===== src/rtl/gf_inv_sbox_iter.sv =====
// AES inverse S-box, one byte at a time: inverse affine, then x^254 by 7 square-and-multiply steps in GF(2^8) mod 0x11B.
// Optional macro GF_INV_SBOX_FWD_EN adds a fwd input that selects the forward S-box through the same engine.
module gf_inv_sbox_iter (
  input  logic       clk,
  input  logic       rst,
  input  logic       in_valid,
  output logic       in_ready,
  input  logic [7:0] in_data,
  output logic       out_valid,
  input  logic       out_ready,
  output logic [7:0] out_data,
  output logic       busy
`ifdef GF_INV_SBOX_FWD_EN
  ,
  input  logic       fwd
`endif
);

  typedef enum logic [1:0] {IDLE, RUN, DONE} state_t;

  state_t     state, state_nxt;
  logic [2:0] cnt;
  logic [7:0] s, r;
  logic [7:0] t, rt, res, s_load;
`ifdef GF_INV_SBOX_FWD_EN
  logic       fwd_q;
`endif

  function automatic logic [7:0] xtime(input logic [7:0] a);
    return {a[6:0], 1'b0} ^ (a[7] ? 8'h1b : 8'h00);
  endfunction

  function automatic logic [7:0] gf_mul8(input logic [7:0] a, input logic [7:0] b);
    logic [7:0] p;
    logic [7:0] aa;
    p  = 8'h00;
    aa = a;
    for (int i = 0; i < 8; i++) begin
      if (b[i]) p = p ^ aa;
      aa = xtime(aa);
    end
    return p;
  endfunction

  // rotl(x,1) ^ rotl(x,3) ^ rotl(x,6) ^ 0x05
  function automatic logic [7:0] invaff(input logic [7:0] x);
    return {x[6:0], x[7]} ^ {x[4:0], x[7:5]} ^ {x[1:0], x[7:2]} ^ 8'h05;
  endfunction

`ifdef GF_INV_SBOX_FWD_EN
  function automatic logic [7:0] fwdaff(input logic [7:0] y);
    return y ^ {y[6:0], y[7]} ^ {y[5:0], y[7:6]} ^ {y[4:0], y[7:5]} ^ {y[3:0], y[7:4]} ^ 8'h63;
  endfunction
`endif

  always_comb begin
    t      = gf_mul8(s, s);
    rt     = gf_mul8(r, t);
    res    = rt;
    s_load = invaff(in_data);
`ifdef GF_INV_SBOX_FWD_EN
    if (fwd_q) res = fwdaff(rt);
    if (fwd)   s_load = in_data;
`endif
  end

  always_ff @(posedge clk) begin
    if (rst) state <= IDLE;
    else     state <= state_nxt;
  end

  always_comb begin
    state_nxt = state;
    case (state)
      IDLE:    if (in_valid) state_nxt = RUN;
      RUN:     if (cnt == 3'd6) state_nxt = DONE;
      DONE:    if (out_ready) state_nxt = IDLE;
      default: state_nxt = IDLE;
    endcase
  end

  always_comb begin
    in_ready  = (state == IDLE);
    out_valid = (state == DONE);
    busy      = (state != IDLE);
  end

  // After the seventh step r holds s0^(2+4+...+128) = s0^254; zero stays zero.
  always_ff @(posedge clk) begin
    if (rst) begin
      s        <= 8'h00;
      r        <= 8'h01;
      cnt      <= 3'd0;
      out_data <= 8'h00;
`ifdef GF_INV_SBOX_FWD_EN
      fwd_q    <= 1'b0;
`endif
    end else begin
      case (state)
        IDLE: if (in_valid) begin
          s   <= s_load;
          r   <= 8'h01;
          cnt <= 3'd0;
`ifdef GF_INV_SBOX_FWD_EN
          fwd_q <= fwd;
`endif
        end
        RUN: begin
          s   <= t;
          r   <= rt;
          cnt <= cnt + 3'd1;
          if (cnt == 3'd6) begin
            cnt      <= 3'd0;
            out_data <= res;
          end
        end
        default: ;
      endcase
    end
  end

endmodule


===== config.mk =====
export PLATFORM = sky130hd
export DESIGN_NAME = gf_inv_sbox_iter
export DESIGN_NICKNAME = d
export VERILOG_FILES = /design/src/rtl/gf_inv_sbox_iter.sv
export SDC_FILE = /design/constraint.sdc
export NUM_CORES = 1
export LEC_CHECK = 0
export BUFFER_PORTS_ARGS = -buffer_cell sky130_fd_sc_hd__buf_2
export CAP_MARGIN = 40
export CORE_MARGIN = 1.5
export CORE_UTILIZATION = 40
export DETAILED_ROUTE_END_ITERATION = 16
export GPL_TIMING_DRIVEN = 0
export MAX_ROUTING_LAYER = met4
export PLACE_DENSITY_LB_ADDON = 0.25
export SLEW_MARGIN = 5
export SYNTH_ARGS = -nofsm -noshare
export SYNTH_HDL_FRONTEND = slang
export SYNTH_SLANG_ARGS = --single-unit

===== constraint.sdc =====
create_clock -name clk -period 6.98 [get_ports clk]
set_input_delay 1.396 -clock clk [delete_from_list [all_inputs] [get_ports clk]]
set_output_delay 1.396 -clock clk [all_outputs]
set_load 0.01 [all_outputs]

==> results of run 1 <==
routing by layer:
metal  routed length, um  part of all wire [%]  track usage [%]  up-vias
met1                4512                    48            27.78     1557
met2                4574                    49            35.26       70
li1                    -                     -                -     1640
met5                   0                     0                -        -
met4                  71                  0.75            5.495        0
met3                 265                   2.8            1.439        8
cell type report:
cell class	count	area (um^2)
flip-flops and latches	29	580.6
multi-input cells	386	2723
inverters	8	30.03
fillers	941	4772
well taps	108	135.1
clock buffers	7	86.33
plain buffers	37	234.0
repair buffers	23	117.6
final timing paths:
| kind | startpoint | to | slack, ns | cells past startpoint |
|---|---|---|---|---|
| min | out_data[1] | out_data[1] | 0.47 | 2 |
| min reg2reg | out_data[1] | out_data[1] | 0.47 | 2 |
| max reg2reg | s[0] | out_data[3] | 3.81 | 13 |
| max | s[0] | out_data[3] | 3.81 | 13 |
logic make-up after synthesis:
| group | after synthesis | synth area share (%) |
|---|---|---|
| buf+inv | 45 | 7.401 |
| flops | 29 | 16.28 |
| fa+ha+maj | 1 | 0.3507 |
| xor+xnor | 110 | 31.71 |
| mux | 9 | 2.561 |
| compound gates | 102 | 20.48 |
| simple gates | 164 | 21.22 |
power groups by stage:
stage / sequential [uW] / clock, uW / combinational [uW]
final: 201 / 141 / 1200
after global routing: 203 / 149 / 1310
after detailed placement: 204 / 0 / 1180
after global placement: 203 / 0 / 1160
after floorplan: 200 / 0 / 945
after CTS: 201 / 144 / 1190
Yosys cell counts (7+ instances only):
master     n  area, um^2
mux2i_1    8       80.08
inv_1      7       26.28
a21oi_1   22       110.1
o21ai_0   18       90.09
nor3_1     8       40.04
clkbuf_1   8       30.03
nor2_1    59       221.5
buf_2     13       65.06
xnor2_1   72       630.6
dfxtp_1   29       580.6
buf_6      7       78.83
xor2_1    23       201.4
buf_4      7       52.55
nand2_1   51       191.4
through the flow:
step	util [%]	instance area, um^2	worst slack, ns	instances	power, uW
floorplan	-	3567	4.230	460	1145
global placement	43.93	3812	3.874	590	1367
detailed placement	44.02	3820	3.831	591	1384
CTS	45.01	3906	3.827	598	1533
global route	45.01	3906	3.602	598	1662
finish	45.01	3906	3.813	598	1539
flip-flops by register name, summed over array words and instances, names as in the netlist:
| signal | count |
|---|---|
| state | 2 |
| cnt | 3 |
| out_data | 8 |
| r | 8 |
| s | 8 |
critical path: cells and delay by family, from the launching register on:
| family | cells | cell delay, ns |
|---|---|---|
| XOR/XNOR | 4 | 1.06 |
| AO/OA/AOI/OAI | 4 | 0.67 |
| buffers and inverters | 2 | 0.49 |
| flip-flops | 1 | 0.33 |
| adder cells (fa/ha/maj) | 1 | 0.28 |
| AND/OR/NAND/NOR | 2 | 0.26 |
==> run metrics, run 1 <==
Syn Area/Cell=7.755 um^2; most frequent CP cell=buf_2; HPWL after DPL=7273 um; actual slew at the worst max-slew pin=0.7458 ns; Gate power share=77.8%; CTS tree=built; Worst setup EP type=flip-flop; maximum clock frequency=0.3158 GHz; register area share after synthesis=16.27%; Sequential Power Share=13.1%; CTS max path bufs=2; worst-path cell chain=ha_1 -> buf_2 -> nor2b_1 -> xnor2_1 -> a21oi_2 -> xnor2_4 -> xor2_2 -> buf_2 -> nand2_1 -> o21a_1 -> o32ai_1 -> xnor3_1 -> a211oi_2; nets@finish=503; clk sinks=29; Hold Path Class=reg -> reg; total length of routed wires=9424 um; width of the die=97.44 um; final slew viol count=0; Distinct cells, synth=67; flops & latches, synth=29; worst endpoint required time=7.18 ns; share of post-route cells with drive strength above 1=16.94%; Max H-tree Level=2; I/O Buffers=22; VDD IR-drop max=0.1912 mV; WS Path Type=reg -> reg; io pins=23; critical path's slowest cell=xnor3_1; Mapped Cells=460; grt ovf=0; commonest non-fill, non-tap cell in the layout=xnor2_1; most frequent cells in the layout=72 x xnor2_1, 59 x nor2_1, 51 x nand2_1; DR DRC count=0; worst rel slew slack=49.92%; clock transition at the registers of the reported paths=0.07 ns; number of max-cap violations=0; syn nets=473; final setup TNS=0 ns; synth warn=0; root buffer cell=clkbuf_8; CTS buffer count=5; TritonRoute pass-1 iters=5; Main synth FF type=dfxtp_1; Final Hold Fails=0; post-synthesis cell area=3567 um^2; hold_buf cts=0; Placer Congestion=0.9042; biggest cell delay along the critical path=0.35 ns; run status=finished clean; worst clock skew=0.007052 ns; Crit path arrival time=3.37 ns; net switching power=771.2 uW; Initial Utilization=41.10%; cell-internal power=768.1 uW; initial antenna violation count=0; Clock Latency Late Sink=0.28 ns; Detail Route Antenna Nets=0; Die ar.=9494 um^2; Critical Path Start Type=flip-flop; post-CTS setup buffer count=0; Area growth, synth to finish=9.506%; drt wl/cell=15.76 um; min cycle time layout=3.167 ns; core area=8678 um^2; first-pass GRT wire length=15800 um; final-report setup violation count=0; number of synthesized flops with an enable pin=0; Iter 0 DRT Violations=308; largest net degree at the start of global routing=11; all-layer global routing usage=21.10%; Clock Power Share=9.1%; Sw Ratio=50.10%; via count=3275; asr flop ratio synth=0%; CP max FO=10; Row Count=34; # diodes=0; Post-CTS Resized=0; RSZ-0062 raised after global routing=no; Die Span Y=97.44 um; Static Leak=0.001501 uW; pwr/cell area=394.1 nW/um^2; Hold Slack=0.4661 ns; via/cell ratio=5.477; vias in the first global route=3108; final worst-path cycle share=45.37%
Note: power is estimated with default switching activity, not from simulation.
==> inputs of run 2 (changes only) <==
clock period = 3.25 ns   (was 6.98 ns; I/O delays follow)
==> run metrics, run 2 (synthesis gave the netlist of run 1 again) <==
met1 Resource Use GR=27.78% (unchanged); Final Hold Fails=0 (unchanged); RSZ-0062 raised after global routing=no; actual slew at the worst max-slew pin=0.7247 ns (-0.02112 ns); nets@finish=503 (unchanged); run status=finished clean; WS Path Type=reg -> reg; via/cell ratio=5.475 (about the same); post-route cell area=3975 um^2 (+1.8%); Die ar.=9494 um^2 (unchanged); worst rel slew slack=51.34% (+1.4 points); Area after DPL=3820 um^2 (unchanged); Hold Path Depth=2 (unchanged); Critical Path Start Type=flip-flop; Reg2Reg Depth=13 (unchanged); final slew viol count=0 (unchanged); GRT met3 Usage=1.439% (unchanged); Detail Route Antenna Nets=0 (unchanged); Iter 0 DRT Violations=287 (-6.8%); delay-heaviest family, CP=XOR/XNOR gates; final setup TNS=0 ns (unchanged); io pins=23 (unchanged); clock transition at the registers of the reported paths=0.06 ns (about the same); Worst setup EP type=flip-flop; Stages on worst setup path=13 (unchanged); pwr/cell area=857.6 nW/um^2 (+120%); clk sinks=29 (unchanged); Clock Power Share=8.9% (-0.2 points); drt wl/cell=15.78 um (+0.15%); Row Count=34 (unchanged); DR DRC count=0 (unchanged); Gate power share=78.5% (+0.7 points); biggest cell delay along the critical path=0.35 ns (about the same); net switching power=1693 uW (+120%); critical path's slowest cell=xnor3_1; Die Span Y=97.44 um (unchanged); number of max-cap violations=0 (unchanged); Crit path arrival time=3.25 ns (-0.12 ns); FILL cells=938 (-0.32%); vias in the first global route=3108 (unchanged); Hold Path Class=reg -> reg; CTS tree=built; Clock Latency Late Sink=0.28 ns (about the same); largest net degree at the start of global routing=11 (unchanged); all-layer global routing usage=21.10% (unchanged); I/O Buffers=22 (unchanged); Placer Congestion=0.9042 (unchanged); TritonRoute pass-1 iters=5 (unchanged); grt ovf=0 (unchanged); root buffer cell=clkbuf_8; total length of routed wires=9438 um (+0.15%); final-report setup violation count=0 (unchanged); final worst-path cycle share=93.67% (+48 points); CTS max path bufs=2 (unchanged); final setup margin=0.2056 ns (-3.608 ns); cell-internal power=1716 uW (+120%); min cycle time layout=3.044 ns (-0.1222 ns); VDD IR-drop max=0.4114 mV (+120%); share of post-route cells with drive strength above 1=18.37% (+1.4 points); width of the die=97.44 um (unchanged); CP max FO=10 (unchanged); via count=3274 (-0.031%); maximum clock frequency=0.3285 GHz (+4.0%); initial antenna violation count=0 (unchanged); HPWL after DPL=7273 um (unchanged); Sw Ratio=49.66% (-0.44 points); post-layout util=45.80% (+0.79 points); first-pass GRT wire length=15800 um (unchanged); Static Leak=0.001532 uW (+2.1%); Place WS=0.1015 ns (-3.730 ns); Initial Utilization=41.10% (unchanged); worst endpoint required time=3.45 ns (-3.73 ns); CTS buffer count=5 (unchanged); worst-path cell chain=ha_1 -> buf_2 -> nor2b_1 -> xnor2_1 -> a21oi_2 -> xnor2_4 -> xor2_4 -> clkbuf_4 -> nand2_1 -> o21a_1 -> o32ai_1 -> xnor3_1 -> a211oi_2; hold_buf cts=0 (unchanged); Sequential Power Share=12.7% (-0.4 points); commonest non-fill, non-tap cell in the layout=xnor2_1; most frequent cells in the layout=69 x xnor2_1, 58 x nor2_1, 51 x nand2_1; worst clock skew=0.005464 ns (-0.001588 ns); Max H-tree Level=2 (unchanged); Worst Path Buf+Inv=2 (unchanged); M2 GR Usage=35.26% (unchanged); core area=8678 um^2 (unchanged); largest registers=out_data (8), r (8), s (8); # diodes=0 (unchanged); Area growth, synth to finish=11.43%; grt peak-use layer=met2
==> run 2: changes by cell type in the layout (fill, tap and decap cells not counted), sizes merged <==
cell,previous run,this run
clkbuf,15,16
buf,52,51
==> run 2: path summary, 6_finish.rpt <==
kind / startpoint / to / slack, ns
max: s[0] / out_data[3] / 0.21
min: out_data[1] / out_data[1] / 0.47
max reg2reg: s[0] / out_data[3] / 0.21
min reg2reg: out_data[1] / out_data[1] / 0.47
==> run 2: layout make-up <==
type	instances	area (um^2)	share of cell area (%)
well taps	108	135.1	3.399
multi-input cells	386	2780	69.94
plain buffers	36	237.7	5.980
clock buffers	7	86.33	2.172
inverters	8	30.03	0.7554
repair buffers	24	125.1	3.148
flip-flops and latches	29	580.6	14.60
==> run 2: worst reg2reg max path, delay by kind of cell (launching register included) <==
family | cells | cell delay, ns
buf+inv | 2 | 0.44
compound gates | 4 | 0.64
xor+xnor | 4 | 1.04
flops | 1 | 0.33
fa+ha+maj | 1 | 0.28
simple gates | 2 | 0.24
==> run 2: per-stage QoR <==
step           power (uW)  hold WS (ns)  std cells
3_5_place_dp         2973        0.4522        591
3_3_place_gp         2937        0.4434        590
4_1_cts              3293        0.4667        598
2_1_floorplan        2458        0.4804        460
5_1_grt              3670        0.5121        598
6_report             3409        0.4661        598
==> run 2: power groups by stage <==
| stage | Clock (uW) | Sequential, uW | Combinational, uW |
|---|---|---|---|
| after floorplan | 0 | 429 | 2030 |
| after global placement | 0 | 436 | 2500 |
| after detailed placement | 0 | 439 | 2530 |
| after CTS | 310 | 431 | 2550 |
| after global routing | 320 | 437 | 2910 |
| final | 303 | 431 | 2680 |
==> run 2: repair_timing <==
action / in CTS / in global routing
buffers inserted: 0 / 1
endpoints found under the setup margin: 0 / 10
gates resized for setup: 0 / 12
==> run 2: layer usage <==
layer	part of all wire (%)	vias to the layer above
met5	0	-
li1	-	1636
met2	49	83
met1	47	1544
met3	3.6	11
met4	1.1	0
